**src/rtl/branch_pkg.sv**
```systemverilog
// Shared branch definitions: branch-type codes, controller FSM states and
// the conditional-branch classifier used by the predictor update path.
package branch_pkg;

    localparam logic [2:0] BR_EQ    = 3'd0;
    localparam logic [2:0] BR_NE    = 3'd1;
    localparam logic [2:0] BR_NEVER = 3'd2;
    localparam logic [2:0] BR_JUMP  = 3'd3;
    localparam logic [2:0] BR_LT    = 3'd4;
    localparam logic [2:0] BR_GE    = 3'd5;
    localparam logic [2:0] BR_LTU   = 3'd6;
    localparam logic [2:0] BR_GEU   = 3'd7;

    typedef enum logic [0:0] {
        IDLE     = 1'b0,
        REDIRECT = 1'b1
    } branch_state_t;

    // Only conditional branches train the history table; "never" and
    // unconditional jumps carry no useful direction information.
    function automatic logic is_conditional(input logic [2:0] br_type);
        return (br_type != BR_NEVER) && (br_type != BR_JUMP);
    endfunction

endpackage

```
**src/rtl/branch_bht.sv**
```systemverilog
// Branch history table: an array of 2-bit saturating counters with one
// combinational read port and one clocked update port.
module branch_bht
    import branch_pkg::*;
#(
    parameter int BHT_ENTRIES = 16,
    parameter int IDX_W       = $clog2(BHT_ENTRIES)
) (
    input  logic             clk,
    input  logic             rst_n,
    input  logic [IDX_W-1:0] rd_idx,
    output logic             rd_taken,
    input  logic             upd_en,
    input  logic [IDX_W-1:0] upd_idx,
    input  logic             upd_taken
);

    logic [1:0] ctr [BHT_ENTRIES];

    // Read straight from the registers, so a same-cycle update is not visible
    // until the following cycle.
    always_comb begin
        rd_taken = ctr[rd_idx][1];
    end

    // Reset every counter to weakly not-taken; otherwise saturating update.
    always_ff @(posedge clk) begin
        if (!rst_n) begin
            for (int unsigned i = 0; i < BHT_ENTRIES; i++) begin
                ctr[i] <= 2'b01;
            end
        end else if (upd_en) begin
            if (upd_taken) begin
                if (ctr[upd_idx] != 2'b11) begin
                    ctr[upd_idx] <= ctr[upd_idx] + 2'b01;
                end
            end else begin
                if (ctr[upd_idx] != 2'b00) begin
                    ctr[upd_idx] <= ctr[upd_idx] - 2'b01;
                end
            end
        end
    end

endmodule

```
**src/rtl/branch_ctrl.sv**
```systemverilog
// Branch resolution and redirect controller: fetch-time prediction, outcome
// check in execute, predictor training, redirect/flush handshake with fetch
// and a saturating mispredict counter.
module branch_ctrl
    import branch_pkg::*;
#(
    parameter int BHT_ENTRIES = 16,
    parameter int CNT_W       = 16
) (
    input  logic             clk,
    input  logic             rst_n,
    input  logic [31:0]      if_pc,
    output logic             if_pred_taken,
    input  logic             ex_valid,
    input  logic [31:0]      ex_pc,
    input  logic [31:0]      ex_target,
    input  logic [2:0]       ex_br_type,
    input  logic             ex_pred_taken,
    input  logic             br_taken,
    output logic             redirect_valid,
    output logic [31:0]      redirect_pc,
    input  logic             redirect_ready,
    output logic             flush,
    output logic             ex_stall,
    output logic [CNT_W-1:0] mispredict_cnt
);

    localparam int IDX_W = $clog2(BHT_ENTRIES);

    branch_state_t    state;
    branch_state_t    state_nxt;
    logic             resolve;
    logic             actual;
    logic             mispredict;
    logic [31:0]      corr_pc;
    logic             upd_en;
    logic [IDX_W-1:0] rd_idx;
    logic [IDX_W-1:0] upd_idx;
    logic             unused_pc_bits;

    // Only the word-aligned index bits of the PCs select a table entry.
    assign rd_idx  = if_pc[IDX_W+1:2];
    assign upd_idx = ex_pc[IDX_W+1:2];
    assign unused_pc_bits = ^{if_pc[31:IDX_W+2], if_pc[1:0]};

    branch_bht #(
        .BHT_ENTRIES (BHT_ENTRIES),
        .IDX_W       (IDX_W)
    ) u_bht (
        .clk       (clk),
        .rst_n     (rst_n),
        .rd_idx    (rd_idx),
        .rd_taken  (if_pred_taken),
        .upd_en    (upd_en),
        .upd_idx   (upd_idx),
        .upd_taken (actual)
    );

    // Resolve decision: compare comparator outcome with carried prediction.
    always_comb begin
        resolve    = ex_valid && (state == IDLE);
        actual     = br_taken;
        mispredict = resolve && (actual != ex_pred_taken);
        corr_pc    = actual ? ex_target : (ex_pc + 32'd4);
        upd_en     = resolve && is_conditional(ex_br_type);
    end

    // Next-state logic: enter REDIRECT on mispredict, leave on handshake.
    always_comb begin
        state_nxt = state;
        case (state)
            IDLE:     if (mispredict) state_nxt = REDIRECT;
            REDIRECT: if (redirect_ready) state_nxt = IDLE;
            default:  state_nxt = IDLE;
        endcase
    end

    // State, latched redirect target and saturating mispredict counter.
    always_ff @(posedge clk) begin
        if (!rst_n) begin
            state          <= IDLE;
            redirect_pc    <= '0;
            mispredict_cnt <= '0;
        end else begin
            state <= state_nxt;
            if (mispredict) begin
                redirect_pc <= corr_pc;
                if (mispredict_cnt != '1) begin
                    mispredict_cnt <= mispredict_cnt + 1'b1;
                end
            end
        end
    end

    // Handshake outputs decode directly from the state register.
    always_comb begin
        redirect_valid = (state == REDIRECT);
        flush          = (state == REDIRECT);
        ex_stall       = (state == REDIRECT);
    end

endmodule

```
**config.mk**
```make
export PLATFORM = sky130hd
export DESIGN_NAME = branch_ctrl
export DESIGN_NICKNAME = d
export VERILOG_FILES = /design/src/rtl/branch_pkg.sv /design/src/rtl/branch_bht.sv /design/src/rtl/branch_ctrl.sv
export SDC_FILE = /design/constraint.sdc
export NUM_CORES = 1
export LEC_CHECK = 0
export CAP_MARGIN = 15
export CORE_ASPECT_RATIO = 1.25
export CORE_MARGIN = 8
export CORE_UTILIZATION = 35
export CTS_CLUSTER_SIZE = 12
export DETAILED_ROUTE_END_ITERATION = 12
export HOLD_SLACK_MARGIN = 0.1
export PLACE_DENSITY_LB_ADDON = 0.12
export SYNTH_ARGS = -nofsm -noshare
export SYNTH_HDL_FRONTEND = slang
export SYNTH_SLANG_ARGS = --single-unit
```
**constraint.sdc**
```tcl
create_clock -name clk -period 2.4 [get_ports clk]
set_clock_uncertainty 0.05 [all_clocks]
set_input_delay 0.6 -clock clk [delete_from_list [all_inputs] [get_ports clk]]
set_output_delay 0.6 -clock clk [all_outputs]
set_load 0.02 [all_outputs]
```
# == Word-level counts from Yosys, hierarchy flattened ==
# Memories as Yosys holds them, arrays and structs flattened.
# Index checks and enable logic that the tools add are counted.
# op_classes
n_addsub,4
n_eq_ne,5
n_mux,19
reduce_logical,7
bitwise_logic,2
# op_table
cell,count
adder 32 x 3 -> 32 bit (second input constant),1
2-to-1 mux 32 bit,1
adder 16 x 1 -> 16 bit (second input constant),1
!= test 16 bit (second input constant),1
2-to-1 mux 1 bit,14
!= test 3 x 2 -> 1 bit (second input constant),2
logical AND 1 bit,4
2-to-1 mux 2 bit,2
2-to-1 mux 4 bit,1
adder 2 x 1 -> 2 bit (second input constant),1
!= test 2 bit (second input constant),1
case mux 1 bit (2 select lines),1
AND reduction 2 bit,1
nonzero test 2 bit,1
OR reduction 2 bit,1
subtractor 2 x 1 -> 2 bit (second input constant),1
!= test 1 bit,1
NOT 1 bit,1
bitwise OR 1 bit,1
# word_totals
out_inout_bits,52
mem_bits_rw,32
n_memories,1
input_bits,105
register_bits,49
# mem_list
name,words,width,rd,rd_ports_with_merged_regs,write_ports,line_no,rtl
u_bht.ctr,16,2,2,0,16,branch_bht.sv:18,logic [1:0] ctr [BHT_ENTRIES];

# == Longest topological paths before layout ==
# An unclocked memory read counts as a cell.
# depth
word_depth,10
mapped_depth,7
ltp_nobuf,6

# == Hierarchy ==
# Synthesis repeated with hierarchy kept, for this count alone.
# unflattened
cells_unflattened,523
area_unflattened_um2,4966.0
# modules_own_cells
module,instances,area_per_inst_um2,cells_each,seq_area_each_um2
branch_ctrl,1,2951.6,361,980.9
branch_bht,1,2014.4,162,960.9

# == Least setup slack after synthesis ==
# No wires, ideal clock.
# synth_timing
kind,input-to-reg
start,input ex_pc[3]
end,"memory u_bht.ctr[11][0], data pin"
path_slack_ns,-0.129
setup_ns,0.275
t_arrival_ns,2.204
path_buffers,2
stages,7
t_required_ns,2.075
path_cell_list,buf_6 mux4_2 mux2i_4 nand2_2 a311oi_4 buf_6 nand3_1
# synth_lines
item,line_no,rtl
start: declaration,branch_ctrl.sv:15,"input logic [31:0] ex_pc,"
end: declaration,branch_bht.sv:18,

==> flow_summary.html <==
<table>
<tr><th>Metric</th><th>Value</th></tr>
<tr><th colspan="2">Run status</th></tr>
<tr><td>Result of the run</td><td>complete, but fails checks</td></tr>
<tr><td>Failing checks</td><td>setup timing</td></tr>
<tr><th colspan="2">Timing</th></tr>
<tr><td>Relative max-transition margin</td><td>0.722</td></tr>
<tr><td>Total count of max-transition violations in the final report</td><td>0</td></tr>
<tr><td>RSZ-0062 raised after global routing</td><td>true</td></tr>
<tr><td>Final hold violation count</td><td>0</td></tr>
<tr><td>Worst slack on hold paths</td><td>0.411 ns</td></tr>
<tr><td>Fmax</td><td>394 MHz</td></tr>
<tr><td>Final Worst Setup Slack</td><td>-0.137 ns</td></tr>
<tr><td>Part of the cycle the worst path needs</td><td>1.06</td></tr>
<tr><td>Slew at the pin closest to its max-slew limit</td><td>0.414 ns</td></tr>
<tr><td>Period minus WS final</td><td>2.54 ns</td></tr>
<tr><td>Count of final setup violators</td><td>1</td></tr>
<tr><th colspan="2">Global routing</th></tr>
<tr><td>Global-route wire length before repair</td><td>25400 microns</td></tr>
<tr><td>Total routing resource utilization after global routing</td><td>0.180</td></tr>
<tr><td>Initial antenna violation count</td><td>1</td></tr>
<tr><td>Via count of the first global-routing pass</td><td>5132</td></tr>
<tr><td>Pin count of the biggest net entering global routing</td><td>39</td></tr>
<tr><td>Gr ovfl total</td><td>0</td></tr>
<tr><th colspan="2">Detailed routing</th></tr>
<tr><td>Aggregate routed wire length</td><td>15700 microns</td></tr>
<tr><td>Remaining number of nets flagged by the antenna check after routing</td><td>0</td></tr>
<tr><td>DR DRC count</td><td>0</td></tr>
<tr><td>Vias after detailed routing</td><td>4699</td></tr>
<tr><td>1st-pass router iterations</td><td>4</td></tr>
<tr><td>Drt via density</td><td>5.22</td></tr>
<tr><td>Detailed Route Iter0 Violations</td><td>148</td></tr>
<tr><td>WL per Instance</td><td>17.4 microns</td></tr>
<tr><th colspan="2">Critical path</th></tr>
<tr><td>Crit path launch type</td><td>flop</td></tr>
<tr><td>Depth of the worst register-to-register path</td><td>6</td></tr>
<tr><td>Peak fanout along the critical path</td><td>2</td></tr>
<tr><td>CP arrival</td><td>1.89 ns</td></tr>
<tr><td>Register-to-register setup slack</td><td>0.12 ns</td></tr>
<tr><td>Source of the worst register-to-register timing path</td><td>u_bht.ctr[14][1]</td></tr>
<tr><td>CP Capture Type</td><td>primary output</td></tr>
<tr><td>Endpoint required time on the critical path</td><td>1.75 ns</td></tr>
<tr><td>FF-to-FF End</td><td>u_bht.ctr[7][1]</td></tr>
<tr><td>Crit Path Class</td><td>flop to primary output</td></tr>
<tr><th colspan="2">Yosys</th></tr>
<tr><td>Main combinational cell family by area after synthesis</td><td>simple AND/OR/NAND/NOR gates</td></tr>
<tr><td>Number of distinct library cell variants in the gate-level netlist after synthesis</td><td>53</td></tr>
<tr><td>Fraction of the yosys area taken by sequential cells</td><td>0.405</td></tr>
<tr><td>Number of warning messages in the yosys log</td><td>0</td></tr>
<tr><td>Post-Synth Simple-Gate Area</td><td>0.246</td></tr>
<tr><td>Gate count of the mapped netlist</td><td>508</td></tr>
<tr><td>Adder-Cell Fraction of Synth Area</td><td>0.0130</td></tr>
<tr><td>Mux cell area share after synthesis</td><td>0.101</td></tr>
<tr><td>Parity-gate share of the synthesized area counting xor and xnor cells</td><td>0.0639</td></tr>
<tr><td>Post-synthesis area per instance</td><td>9.44 sq um</td></tr>
<tr><td>Compound-gate portion of the synthesized area</td><td>0.133</td></tr>
<tr><td>Number of synthesized register bits</td><td>81</td></tr>
<tr><td>Syn Nets</td><td>618</td></tr>
<tr><td>Mapped cell area</td><td>0.00480 sq mm</td></tr>
<tr><th colspan="2">Die</th></tr>
<tr><td>IO Pins</td><td>157</td></tr>
<tr><td>Die Wd</td><td>121 microns</td></tr>
<tr><td>Height of the die</td><td>147 microns</td></tr>
<tr><td>Core Rows</td><td>48</td></tr>
<tr><td>Effective utilization at floorplan</td><td>0.352</td></tr>
<tr><td>Core area</td><td>0.0136 sq mm</td></tr>
<tr><td>Die ar.</td><td>0.0177 sq mm</td></tr>
<tr><th colspan="2">Clock tree</th></tr>
<tr><td>CTS tree</td><td>yes</td></tr>
<tr><td>Depth of the CTS H-tree</td><td>3</td></tr>
<tr><td>Clock-pin slew on the worst setup and hold paths</td><td>0.07 ns</td></tr>
<tr><td>CTS Buffer Depth</td><td>2</td></tr>
<tr><td>Number of buffers inserted during clock tree synthesis</td><td>9</td></tr>
<tr><td>Count of clock tree sinks</td><td>81</td></tr>
<tr><td>Clock Root Buffer</td><td>sky130_fd_sc_hd__clkbuf_16</td></tr>
<tr><td>Hold-fix buffers, CTS</td><td>0</td></tr>
<tr><td>Worst skew pair latency</td><td>0.34 ns</td></tr>
<tr><th colspan="2">Power</th></tr>
<tr><td>Leakage</td><td>2.68 nW</td></tr>
<tr><td>Total power draw</td><td>0.00375 W</td></tr>
<tr><td>Pwr Density</td><td>499 mW/mm^2</td></tr>
<tr><td>Maximum vdd drop</td><td>0.305 mV</td></tr>
<tr><th colspan="2">Layout</th></tr>
<tr><td>Final cell area excluding filler cells</td><td>0.00753 sq mm</td></tr>
<tr><td>Area growth syn-to-layout</td><td>57.0%</td></tr>
<tr><td>Share of layout cells above drive strength 1</td><td>0.241</td></tr>
<tr><td>Number of filler instances in the final layout</td><td>1237</td></tr>
<tr><td>Final Net Count</td><td>830</td></tr>
<tr><td>Number of non-filler instances in the completed layout</td><td>901</td></tr>
<tr><th colspan="2">Place</th></tr>
<tr><td>GPL Wtd Cong</td><td>0.805</td></tr>
<tr><td>Number of placed instances, taps included</td><td>875</td></tr>
<tr><td>PortBufs</td><td>127</td></tr>
<tr><td>Placed wire-length estimate after detailed placement</td><td>12200 microns</td></tr>
<tr><td>Post-DP Area</td><td>0.00692 sq mm</td></tr>
<tr><th colspan="2">Worst hold path</th></tr>
<tr><td>Worst-case hold path end point</td><td>redirect_pc[9]</td></tr>
<tr><td>Cell depth of the worst min-delay path</td><td>2</td></tr>
<tr><td>Start point of the worst hold path</td><td>redirect_pc[9]</td></tr>
<tr><td>Min-delay worst type</td><td>flop to flop</td></tr>
<tr><th colspan="2">Job</th></tr>
<tr><td>Max Cap Violations</td><td>0</td></tr>
</table>
-- logic make-up after synthesis --
logic type                 count (synthesis)
buffers and inverters                     41
muxes                                     29
and+or+nand+nor                          228
xor gates and xnor gates                  35
adders and majority gates                  5
AOI/OAI and AO/OA                         89
DFF                                       81
-- metal layers --
| layer | wire, microns | track usage |
|---|---|---|
| met2 | 8390 | 0.324 |
| met5 | 0 | 0 |
| met3 | 972 | 0.0530 |
| met1 | 5900 | 0.185 |
| met4 | 446 | 0.0877 |
-- sequential cells by signal (all words and copies together) (netlist names) --
| name | flops |
|---|---|
| mispredict_cnt | 16 |
| ex_stall | 1 |
| redirect_pc | 32 |
| u_bht.ctr | 32 |
-- through the flow --
stage                util  setup slack (ns)  TNS, ns
floorplan               -           -0.0633    -1.44
global placement    0.507             -1.03   -52.27
detailed placement  0.507             -1.04   -54.63
CTS                 0.544            -0.159   -0.159
global route        0.552            -0.184   -0.308
finish              0.552            -0.137   -0.137
-- worst max-delay path by stage --
| stage | cells after the start | slack [ns] | from | endpoint |
|---|---|---|---|---|
| after floorplan | 7 | -0.06 | ex_pc[3] | u_bht.ctr[11][0] |
| after global placement | 4 | -1.03 | if_pc[2] | if_pred_taken |
| after detailed placement | 4 | -1.04 | if_pc[2] | if_pred_taken |
| after CTS | 3 | -0.16 | u_bht.ctr[15][1] | if_pred_taken |
| after global routing | 3 | -0.18 | u_bht.ctr[14][1] | if_pred_taken |
| final | 3 | -0.14 | u_bht.ctr[14][1] | if_pred_taken |
-- synthesized netlist by cell type, drive strengths merged --
| master | number | area, sq um |
|---|---|---|
| and4 | 3 | 26.3 |
| clkbuf | 21 | 78.8 |
| a21boi | 1 | 7.51 |
| a211oi | 11 | 92.6 |
| a21o | 4 | 30.0 |
| a31o | 2 | 17.5 |
| nor3b | 1 | 7.51 |
| o31ai | 18 | 135 |
| a311oi | 1 | 26.3 |
| buf | 12 | 70.1 |
| or4 | 1 | 7.51 |
| dfxtp | 49 | 981 |
| mux2i | 15 | 175 |
| o31a | 1 | 8.76 |
| nor4b | 2 | 17.5 |
| nand3b | 3 | 22.5 |
| and2 | 4 | 25.0 |
| mux2 | 1 | 11.3 |
| nor3 | 7 | 35.0 |
| ha | 5 | 62.6 |
| xor2 | 17 | 149 |
| o21ai | 12 | 60.1 |
| nand3 | 58 | 290 |
| o211ai | 9 | 67.6 |
| nor2 | 46 | 173 |
| o2111ai | 1 | 8.76 |
| nor2b | 2 | 12.5 |
| and3 | 9 | 56.3 |
| inv | 6 | 22.5 |
| or3 | 2 | 12.5 |
| o21a | 2 | 15.0 |
| nor4 | 11 | 111 |
| edfxtp | 32 | 961 |
| nand4 | 12 | 90.1 |
| o221ai | 4 | 35.0 |
| o311ai | 1 | 8.76 |
| nand2b | 16 | 100 |
| nand2 | 51 | 194 |
| o2bb2ai | 4 | 35.0 |
| a21oi | 18 | 90.1 |
| clkinv | 2 | 7.51 |
| xnor2 | 18 | 158 |
| mux4 | 13 | 300 |
-- final cells by class --
class                   count  area [sq um]  area share
diodes                      1          2.50    0.000332
clock buffers              13           283      0.0376
clock inverters             3          20.0     0.00266
inverters                   8          31.3     0.00415
multi-input cells         386          2880       0.383
flip-flops and latches     81          1940       0.258
well taps                 175           219      0.0291
repair buffers            234          2150       0.286
-- where the power goes --
group | switching [W] | total (W) | internal [W] | leakage, nW
clock | 0.000558 | 0.00139 | 0.000829 | 0.144
sequential | 0.0000371 | 0.00152 | 0.00148 | 0.677
combinational | 0.000414 | 0.000846 | 0.000432 | 1.86
total | 0.00101 | 0.00375 | 0.00275 | 2.68
-- critical path: stages, from the launching register on --
cell	delay, ns
sky130_fd_sc_hd__edfxtp_1	0.43
sky130_fd_sc_hd__mux4_2	0.48
sky130_fd_sc_hd__mux4_2	0.49
sky130_fd_sc_hd__buf_6	0.15
-- timing repair --
action	4_1_cts	5_1_grt
buffers inserted	5	2
pin swaps	2	2
endpoints found under the setup margin	72	36
resized for setup	44	18
cloned	3	0
endpoints found under the hold margin	0	0
-- placed cells by master (no fill, tap or decap), types with 11 or more instances in the layout --
cell / Yosys / final
sky130_fd_sc_hd__a21oi_1: 18 / 18
sky130_fd_sc_hd__buf_4: 2 / 101
sky130_fd_sc_hd__clkbuf_16: 0 / 12
sky130_fd_sc_hd__clkdlybuf4s50_1: 0 / 119
sky130_fd_sc_hd__dfxtp_1: 49 / 49
sky130_fd_sc_hd__edfxtp_1: 32 / 32
sky130_fd_sc_hd__mux2i_1: 13 / 11
sky130_fd_sc_hd__mux4_2: 11 / 12
sky130_fd_sc_hd__nand2_1: 50 / 49
sky130_fd_sc_hd__nand2b_1: 16 / 16
sky130_fd_sc_hd__nand3_1: 58 / 58
sky130_fd_sc_hd__nand4_1: 11 / 11
sky130_fd_sc_hd__nor2_1: 46 / 44
sky130_fd_sc_hd__o21ai_0: 12 / 12
sky130_fd_sc_hd__xnor2_1: 18 / 18
sky130_fd_sc_hd__xor2_1: 17 / 17
(Power assumes the default switching activity.)
